[src/rtl/pacman_uart_pkg.sv]
// Shared types and baud-divider helper for the pacman UART receiver.
package pacman_uart_pkg;

  localparam int FRAME_BITS = 8;

  typedef enum logic [1:0] {
    IDLE,
    START,
    DATA,
    STOP
  } uart_state_t;

  typedef struct packed {
    int unsigned div;
    int unsigned half;
  } uart_div_t;

  function automatic uart_div_t uart_div(input int unsigned clk_hz, input int unsigned baud);
    uart_div_t r;
    r.div  = clk_hz / baud;
    r.half = r.div / 2;
    return r;
  endfunction

endpackage

[src/rtl/pacman_sync2.sv]
// Two-flop synchronizer with a parameterised reset value.
module pacman_sync2 #(
  parameter logic RST_VAL = 1'b1
) (
  input  logic clk,
  input  logic rstn,
  input  logic d,
  output logic q
);

  logic meta;

  always_ff @(posedge clk) begin
    if (!rstn) begin
      meta <= RST_VAL;
      q    <= RST_VAL;
    end else begin
      meta <= d;
      q    <= meta;
    end
  end

endmodule

[src/rtl/pacman_uart_rx.sv]
// 8N1 UART receiver: start-bit validation at half bit, data and stop sampled at full bit periods.
//
// state | meaning
// IDLE  | waiting for a falling edge on the synchronized line
// START | timing to the start-bit midpoint to reject glitches
// DATA  | sampling 8 data bits, LSB first
// STOP  | sampling the stop bit; emits rx_valid or frame_err
module pacman_uart_rx
  import pacman_uart_pkg::*;
#(
  parameter int unsigned CLK_HZ = 100000000,
  parameter int unsigned BAUD   = 115200
) (
  input  logic       clk,
  input  logic       rstn,
  input  logic       rxd,
  output logic [7:0] rx_data,
  output logic       rx_valid,
  output logic       frame_err,
  output logic       busy
);

  localparam uart_div_t   DCFG = uart_div(CLK_HZ, BAUD);
  localparam int unsigned DIV  = DCFG.div;
  localparam int unsigned HALF = DCFG.half;
  localparam int          TW   = $clog2(DIV);
  localparam logic [TW-1:0] T_FULL = TW'(DIV - 1);
  localparam logic [TW-1:0] T_HALF = TW'(HALF - 1);

  if (DIV < 4) begin : g_div_chk
    $error("pacman_uart_rx: CLK_HZ / BAUD must be at least 4");
  end

  uart_state_t state, state_nx;
  logic [TW-1:0]         timer, timer_nx;
  logic [2:0]            bit_idx, bit_nx;
  logic [FRAME_BITS-1:0] shreg, shreg_nx;
  logic [7:0]            data_nx;
  logic                  valid_nx, ferr_nx;
  logic                  rxs, rxs_d;

  pacman_sync2 #(.RST_VAL(1'b1)) u_sync (
    .clk  (clk),
    .rstn (rstn),
    .d    (rxd),
    .q    (rxs)
  );

  always_ff @(posedge clk) begin
    if (!rstn) begin
      state     <= IDLE;
      timer     <= '0;
      bit_idx   <= '0;
      shreg     <= '0;
      rx_data   <= 8'h00;
      rx_valid  <= 1'b0;
      frame_err <= 1'b0;
      rxs_d     <= 1'b1;
    end else begin
      state     <= state_nx;
      timer     <= timer_nx;
      bit_idx   <= bit_nx;
      shreg     <= shreg_nx;
      rx_data   <= data_nx;
      rx_valid  <= valid_nx;
      frame_err <= ferr_nx;
      rxs_d     <= rxs;
    end
  end

  always_comb begin
    state_nx = state;
    timer_nx = timer + 1'b1;
    bit_nx   = bit_idx;
    shreg_nx = shreg;
    data_nx  = rx_data;
    valid_nx = 1'b0;
    ferr_nx  = 1'b0;
    case (state)
      IDLE: begin
        timer_nx = '0;
        if (rxs_d && !rxs) state_nx = START;
      end
      START: begin
        if (timer == T_HALF) begin
          timer_nx = '0;
          // Line back high at mid start bit means it was noise, not a frame.
          if (rxs) begin
            state_nx = IDLE;
          end else begin
            state_nx = DATA;
            bit_nx   = '0;
          end
        end
      end
      DATA: begin
        if (timer == T_FULL) begin
          timer_nx          = '0;
          shreg_nx[bit_idx] = rxs;
          if (bit_idx == 3'd7) state_nx = STOP;
          else                 bit_nx   = bit_idx + 3'd1;
        end
      end
      STOP: begin
        if (timer == T_FULL) begin
          timer_nx = '0;
          state_nx = IDLE;
          if (rxs) begin
            data_nx  = shreg;
            valid_nx = 1'b1;
          end else begin
            ferr_nx = 1'b1;
          end
        end
      end
      default: state_nx = IDLE;
    endcase
  end

  assign busy = (state != IDLE);

endmodule

[config.mk]
export PLATFORM = sky130hd
export DESIGN_NAME = pacman_uart_rx
export DESIGN_NICKNAME = d
export VERILOG_FILES = /design/src/rtl/pacman_uart_pkg.sv /design/src/rtl/pacman_sync2.sv /design/src/rtl/pacman_uart_rx.sv
export SDC_FILE = /design/constraint.sdc
export NUM_CORES = 1
export LEC_CHECK = 0
export CORE_MARGIN = 8
export CORE_UTILIZATION = 45
export DETAILED_ROUTE_END_ITERATION = 10
export MAX_ROUTING_LAYER = met4
export PLACE_DENSITY_LB_ADDON = 0.3
export SETUP_SLACK_MARGIN = 0.02
export SLEW_MARGIN = 20
export SYNTH_ARGS = -nofsm -noshare
export SYNTH_HDL_FRONTEND = slang
export SYNTH_SLANG_ARGS = --single-unit
[constraint.sdc]
create_clock -name clk -period 1.8 [get_ports clk]
set_input_delay 0.36 -clock clk [delete_from_list [all_inputs] [get_ports clk]]
set_output_delay 0.36 -clock clk [all_outputs]
set_load 0.05 [all_outputs]
After elaboration in Yosys (flattened, before gate mapping)
Index checks and enable logic that the tools add are counted.

storage, ports and cells
  word-level logic and storage cells = 59
  output and inout bits = 11
  register bits = 36
  bits of input ports = 3

cells by class
  muxes and demuxes = 20
  reduce and logical (&&, ||, !) cells = 12
  equality and inequality tests = 13
  add/subtract/negate cells = 2
  $lt $le $gt $ge = 2

operators with widths
  kind                                                  number
  one-hot mux 10 bit (3 select lines)                   1
  2-to-1 mux 10 bit                                     2
  inequality test 2 bit, second input constant          7
  2-to-1 mux 2 bit                                      6
  2-to-1 mux 3 bit                                      4
  adder 10 x 1 -> 10 bit, second input constant         1
  equality test 10 bit, second input constant           1
  equality test 10 x 9 -> 1 bit, second input constant  1
  AND reduction 5 bit                                   2
  bitwise mux 8 bit                                     1
  one-hot mux 2 bit (4 select lines)                    1
  one-hot mux 3 bit (2 select lines)                    1
  AND reduction 3 bit                                   2
  equality test 2 bit, second input constant            2
  < comparator 3 x 4 -> 1 bit, second input constant    1
  nonzero test 2 bit                                    2
  adder 3 x 1 -> 3 bit, second input constant           1
  demux 1 bit (select 3 bit)                            1
  equality test 3 bit, second input constant            1
  >= comparator 3 x 1 -> 1 bit, second input constant   1
  2-to-1 mux 1 bit                                      3
  equality test 2 x 1 -> 1 bit, second input constant   1
  logical AND 1 bit                                     2
  logical NOT 2 bit                                     1
  3 further kinds                                       3

Depth between registers and ports, before layout
Gate-level depths: netlist (run 1).

  depth after elaboration = 5
  gate-level depth with buffers = 6
  mapped depth without buffers = 6

Cells and area by module
Synthesis (run 1) repeated with hierarchy kept, for this count alone.

second synthesis, totals
  cell total of the unflattened synthesis = 175
  area total of the unflattened synthesis = 1699.1 um^2

modules (own cells, without submodules)
  module          area each (um^2)  seq. area each (um^2)  instances  cells each
  pacman_uart_rx  1646.6            680.7                  1          171
  pacman_sync2    52.6              40.0                   1          4

Worst setup path before layout (run 1)
Ideal clock, no wire load.

  path kind = register to register
  from = reg timer[0]
  to = reg shreg[5]
  data arrival time = 1528 ps
  path slack = 136 ps
  buffers on the path = 0
  required time = 1665 ps
  setup time = 135 ps
  cell stages (with the launch flop) = 6
  cell sequence = dfxtp_1 ha_1 nor3b_2 nand4_1 o311ai_0 o41ai_1

on the way
  cells in the longest elaborated chain, start to end = 2

RTL lines
  item                                  line                  source
  start: declaration                    pacman_uart_rx.sv:35  logic [TW-1:0] timer, timer_nx;
  start signal: assignment              pacman_uart_rx.sv:61  timer <= timer_nx;
  equality test 10 bit                  pacman_uart_rx.sv:97  if (timer == T_FULL) begin
  AND reduction 2 bit (no source line)  n/a
  end signal: assignment                pacman_uart_rx.sv:63  shreg <= shreg_nx;
  end: declaration                      pacman_uart_rx.sv:37  logic [FRAME_BITS-1:0] shreg, shreg_nx;

No other way between the ends.
A chain may end at the register's enable or synchronous reset.

Worst setup path after layout (run 1)
  from = reg timer[2]
  to = reg timer[4]

on the way
  cells in the longest elaborated chain, start to end = 3

RTL lines
  item                                            line                                                               source
  adder 10 x 1 -> 10 bit (tied with other cells)  pacman_uart_rx.sv:73                                               timer_nx = timer + 1'b1;
  2-to-1 mux 10 bit, on equally long branches     pacman_uart_rx.sv:97, pacman_uart_rx.sv:105, pacman_uart_rx.sv:85
  one-hot mux 10 bit (3 select lines) (*)         pacman_uart_rx.sv:79                                               case (state)

Every way passes the cells marked *; elsewhere a longest branch is shown, timed or not.

==> results of run 1 <==
[what timing repair did]
action                     in CTS  in global routing
resized for setup               2                  6
setup buffers                   0                  1
hold buffers                    0                  0
pin swaps                       0                  1
setup endpoints to repair       2                 18
[registers in the layout, indices dropped and copies added, names as in the netlist, named ones only]
register     cells
timer           10
rx_data          8
shreg            8
bit_idx          3
frame_err        1
rx_valid         1
rxs_d            1
state            1
u_sync.meta      1
u_sync.q         1
[worst paths after layout]
check / from / to / slack (ns)
max reg2reg: timer[2]$_SDFF_PN0_ / timer[4]$_SDFF_PN0_ / 0.12
max: timer[2]$_SDFF_PN0_ / timer[4]$_SDFF_PN0_ / 0.12
min: u_sync.meta$_SDFF_PN1_ / u_sync.q$_SDFF_PN1_ / 0.41
min reg2reg: u_sync.meta$_SDFF_PN1_ / u_sync.q$_SDFF_PN1_ / 0.41
[power by group]
| part | leakage (nW) | switching [mW] | internal [mW] |
|---|---|---|---|
| Combinational | 0.338 | 0.141 | 0.110 |
| Clock | 0.0645 | 0.282 | 0.489 |
| Sequential | 0.292 | 0.0268 | 0.816 |
| Total | 0.694 | 0.450 | 1.41 |
[metal layers]
metal / vias up / GRT usage, % / routed length (um)
li1: 640 / - / -
met1: 590 / 12.39 / 1416
met2: 18 / 18.52 / 1595
met3: 7 / 4.895 / 140
met4: 0 / 5.000 / 48
met5: - / - / 0
[layout by cell type (no fill, tap or decap), types with 4 or more instances in the layout]
cell type	netlist	layout
dfxtp_1	36	35
buf_4	2	19
mux2i_1	14	14
nor2_1	13	13
nand2_1	11	11
nor2b_1	9	9
nand3_1	7	7
clkbuf_8	2	7
inv_1	6	6
nand2b_1	6	6
xnor2_1	6	6
ha_1	4	4
[cell families (layout without fill, tap and decap cells)]
kind of cell | count (synthesis) | after routing | share of synthesized area (%)
fa+ha+maj | 4 | 4 | 3.008
mux | 14 | 14 | 8.421
flops | 36 | 36 | 43.31
xor+xnor | 9 | 9 | 4.737
simple gates | 70 | 70 | 24.06
buf+inv | 13 | 36 | 5.112
compound gates | 22 | 22 | 11.35
[layout make-up]
type | count | share of cell area, %
multi-input cells | 119 | 44.62
inverters | 6 | 1.120
clock buffers | 7 | 4.792
flip-flops and latches | 36 | 35.91
well taps | 48 | 2.987
repair buffers | 22 | 9.085
clock inverters | 1 | 1.493
[worst register-to-register path, cell delays in order (launching register included)]
cell	delay [ns]
dfxtp_1	0.39
or3b_1	0.41
o31a_1	0.39
o21ai_4	0.29
nor2_1	0.09
==> impl_metrics.ini, run 1 <==
[placed_design]
hpwl_um = 2399
placed_area_um2 = 1837
dp.cells = 230
place_ws_ns = -0.02358
finalWeightedCongestion = 0.8631
portBuffers = 13

[critical_path]
cp_data_required_time_ns = 1.97
startpoint_type = flip-flop
reg2reg_depth = 4
slowest_delay_ns = 0.41
critical_path_class = flip-flop to flip-flop
crit_path_max_fanout = 10
arrival_ns = 1.85
cp.depth = 4
endpoint_kind = flip-flop
crit_slowest_cell = or3b_1
path_buf_inv = 0
path_cells = or3b_1 -> o31a_1 -> o21ai_4 -> nor2_1
critical_path.top_delay_family = compound AO/OA/AOI/OAI gates

[sta]
whs_ns = 0.4062
setup_ws_ns = 0.1170
slew_viol_final = 0
fin_setup_tns_ns = 0
fin_crit_ns = 1.683
fmax_mhz = 594.2
relSlewSlack_pct = 75.23
rsz0062_at_grt = false
setup_viol = 0
tightestPinTransition_ns = 0.3711
hold_viol_final = 0
fin_skew_ns = 0.006550
period_share_pct = 93.50

[synthesis]
synth-seq-cells = 36
ys_seq_area_share_pct = 43.31
yosys.area.top_type = dfxtp_1
yosys.cell_count.top_type = dfxtp_1
ys_top_cells_by_area = dfxtp_1 (43%), mux2i_1 (8.4%), nor2b_1 (3.4%)
yosys.cell_types.count = 44
synthCells = 168
yosysWarnings = 0
syn_area_um2 = 1664
netlist_top_cells_count = dfxtp_1 (36), mux2i_1 (14), nor2_1 (13)
synth_edf_count = 0
synth_top_area_share_pct = 43.31
async_reset_ff_share_pct = 0
synth_flop_cell = dfxtp_1
synth_fp_nets = 175
synth.avg_cell_area_um2 = 9.905

[worst_hold_path]
hold_class = flip-flop to flip-flop
whs_path_depth = 1

[status]
outcome = completed

[die]
die_width_um = 76.81
chipHeight_um = 76.81
start_util_pct = 46.15
core_area_um2 = 3606
fp-row-count = 22
ios = 14
floorplan.die_area_um2 = 5900

[route]
route.detailed.drc = 0
dr.pass1.iters = 4
wl_per_cell_um = 13.39
detail-route-antenna-nets = 0
vias = 1255
drt_iter0_markers = 65
viasPerCell = 5.251
wl_um = 3200

[cts]
clockRootBuffer = clkbuf_8
cts_made_buffers = 5
cts_max_path_buffers = 2
cts.reportedPaths.clkPinSlew_ns = 0.07
cts_max_level = 2
clk_latency_ns = 0.29
clock-sinks = 36
cts_tree = yes

[global_routing]
grt_antenna_before_repair = 0
grt_max_degree = 23
grtUsageTotal_pct = 11.63
overflow = 0
first_global_vias = 1243
grt_pass1_wl_um = 5499

[power]
p_total_mw = 1.864
p_leak_nw = 0.6941
ir_worst_vdd_v = 0.0005610
p_per_area_nw_per_um2 = 927.2

[layout]
layout-drive-gt1-share_pct = 20.42
syn2layout_area_growth_pct = 20.83
finalNonFillerCells = 239
multi_input_area_um2 = 897.1
final_area_um2 = 2011
diodes = 0
fin_util_pct = 55.76
ff_latch_area_um2 = 721.9
nets = 197
fillers = 331

[job]
maxCapViolCount = 0
No activity file was read; power rests on OpenSTA's default activity.
==> run 2: changes to the inputs <==
Settings changed: DONT_BUFFER_PORTS set to 1, PLACE_DENSITY_LB_ADDON 0.3 to unset.
==> impl_metrics.ini, run 2 (synthesis gave the netlist of run 1 again) <==
[layout]
multi_input_area_um2 = 884.6
ff_latch_area_um2 = 720.7
nets = 182
final_common_cell = dfxtp_1
fillers = 334
reg_top3 = timer x10, rx_data x8, shreg x8
diodes = 0
largest_reg_flops = 10
layout-drive-gt1-share_pct = 12.50
final_cell_mix = dfxtp_1 (36), mux2i_1 (14), nor2_1 (13)
syn2layout_area_growth_pct = 11.80
finalNonFillerCells = 224
largest_register = timer

[global_routing]
first_global_vias = 1129
grt_pass1_wl_um = 5313
overflow = 0
grt_max_degree = 32
grt_antenna_before_repair = 0
grtUsageTotal_pct = 11.26

[sta]
fin_crit_ns = 1.680
relSlewSlack_pct = 65.34
setup_viol = 0
slew_viol_final = 0
tightestPinTransition_ns = 0.5192
hold_viol_final = 0
fin_setup_tns_ns = 0
rsz0062_at_grt = false
fmax_mhz = 595.3
period_share_pct = 93.32
fin_skew_ns = 0.007796

[route]
vias = 1212
detail-route-antenna-nets = 0
viasPerCell = 5.411
dr.pass1.iters = 4
wl_per_cell_um = 13.63
drt_iter0_markers = 71
wl_um = 3052
route.detailed.drc = 0

[critical_path]
endpoint_kind = flip-flop
cp_data_required_time_ns = 1.96
critical_path_class = flip-flop to flip-flop
startpoint_type = flip-flop
arrival_ns = 1.84
crit_path_max_fanout = 10

[cts]
cts.reportedPaths.clkPinSlew_ns = 0.07
cts_tree = yes
cts_made_buffers = 5
ctsHoldBuffers = 0
cts_max_level = 2
clock-sinks = 36
clockRootBuffer = clkbuf_8
cts_max_path_buffers = 2
clk_latency_ns = 0.28

[worst_hold_path]
hold_class = primary input to flip-flop

[placed_design]
portBuffers = 0
finalWeightedCongestion = 0.7619
dp.cells = 215
hpwl_um = 2199

[die]
chipHeight_um = 76.81
ios = 14
core_area_um2 = 3606
start_util_pct = 46.15
die_width_um = 76.81
fp-row-count = 22
floorplan.die_area_um2 = 5900

[power]
p_per_area_nw_per_um2 = 920.4
ir_worst_vdd_v = 0.0004997
p_leak_nw = 0.6045

[status]
outcome = completed

[job]
maxCapViolCount = 0
==> run 2: changes by cell type in the layout (fill, tap and decap cells not counted), sizes merged <==
cell / delta
clkinv: +1
clkbuf: -1
buf: -13
clkdlybuf4s50: -2
==> run 2: power breakdown <==
group          switching (mW)  leakage [nW]  internal, mW
Combinational           0.120         0.258        0.0695
Sequential             0.0275         0.291         0.816
Clock                   0.268        0.0552         0.411
Total                   0.416         0.605          1.30
==> run 2: area by class of cell <==
| type | count | area share (%) |
|---|---|---|
| inverters | 6 | 1.210 |
| well taps | 48 | 3.228 |
| clock inverters | 2 | 1.883 |
| flip-flops and latches | 36 | 38.74 |
| multi-input cells | 119 | 47.55 |
| repair buffers | 7 | 3.497 |
| clock buffers | 6 | 3.900 |
==> run 2: worst paths after layout <==
path / startpoint / to / slack (ns) / cells after the start
worst min-delay path: rstn / u_sync.meta$_SDFF_PN1_ / 0.15 / 1
worst max-delay path: timer[2]$_SDFF_PN0_ / timer[3]$_SDFF_PN0_ / 0.12 / 4
worst max register to register: timer[2]$_SDFF_PN0_ / timer[3]$_SDFF_PN0_ / 0.12 / 4
worst min register to register: u_sync.meta$_SDFF_PN1_ / u_sync.q$_SDFF_PN1_ / 0.42 / 1
==> run 2: repair_timing <==
| action | 4_1_cts | 5_1_grt |
|---|---|---|
| hold endpoints to repair | 0 | 0 |
| buffers inserted | 0 | 1 |
| setup endpoints to repair | 0 | 6 |
| gates resized for setup | 0 | 4 |
==> run 2: layer usage <==
layer  share of wire (%)  vias to the layer above  global-route usage (%)
li1                    -                      607                       -
met1                  51                      572                   13.42
met2                  42                       26                   15.97
met3                 5.0                        7                   4.429
met4                 2.0                        0                   5.769
met5                   0                        -                       -
==> run 2: through the flow <==
stage / utilization (%) / setup slack (ns) / area [um2] / power (mW) / hold WS [ns]
after floorplan: - / 0.1365 / 1664 / 1.033 / 0.3863
after global placement: 47.68 / 0.1179 / 1719 / 1.047 / 0.4034
after detailed placement: 47.68 / 0.08420 / 1719 / 1.051 / 0.4015
after CTS: 50.66 / 0.04158 / 1827 / 1.737 / 0.1404
after global routing: 51.60 / 0.02775 / 1861 / 1.788 / 0.1349
final: 51.60 / 0.1202 / 1861 / 1.712 / 0.1492
==> run 2: critical path: stages, from the launching register on <==
cell and delay, ns:
dfxtp_1 0.38, or3b_1 0.40, o31a_1 0.39, o21ai_4 0.31, nor2_1 0.09
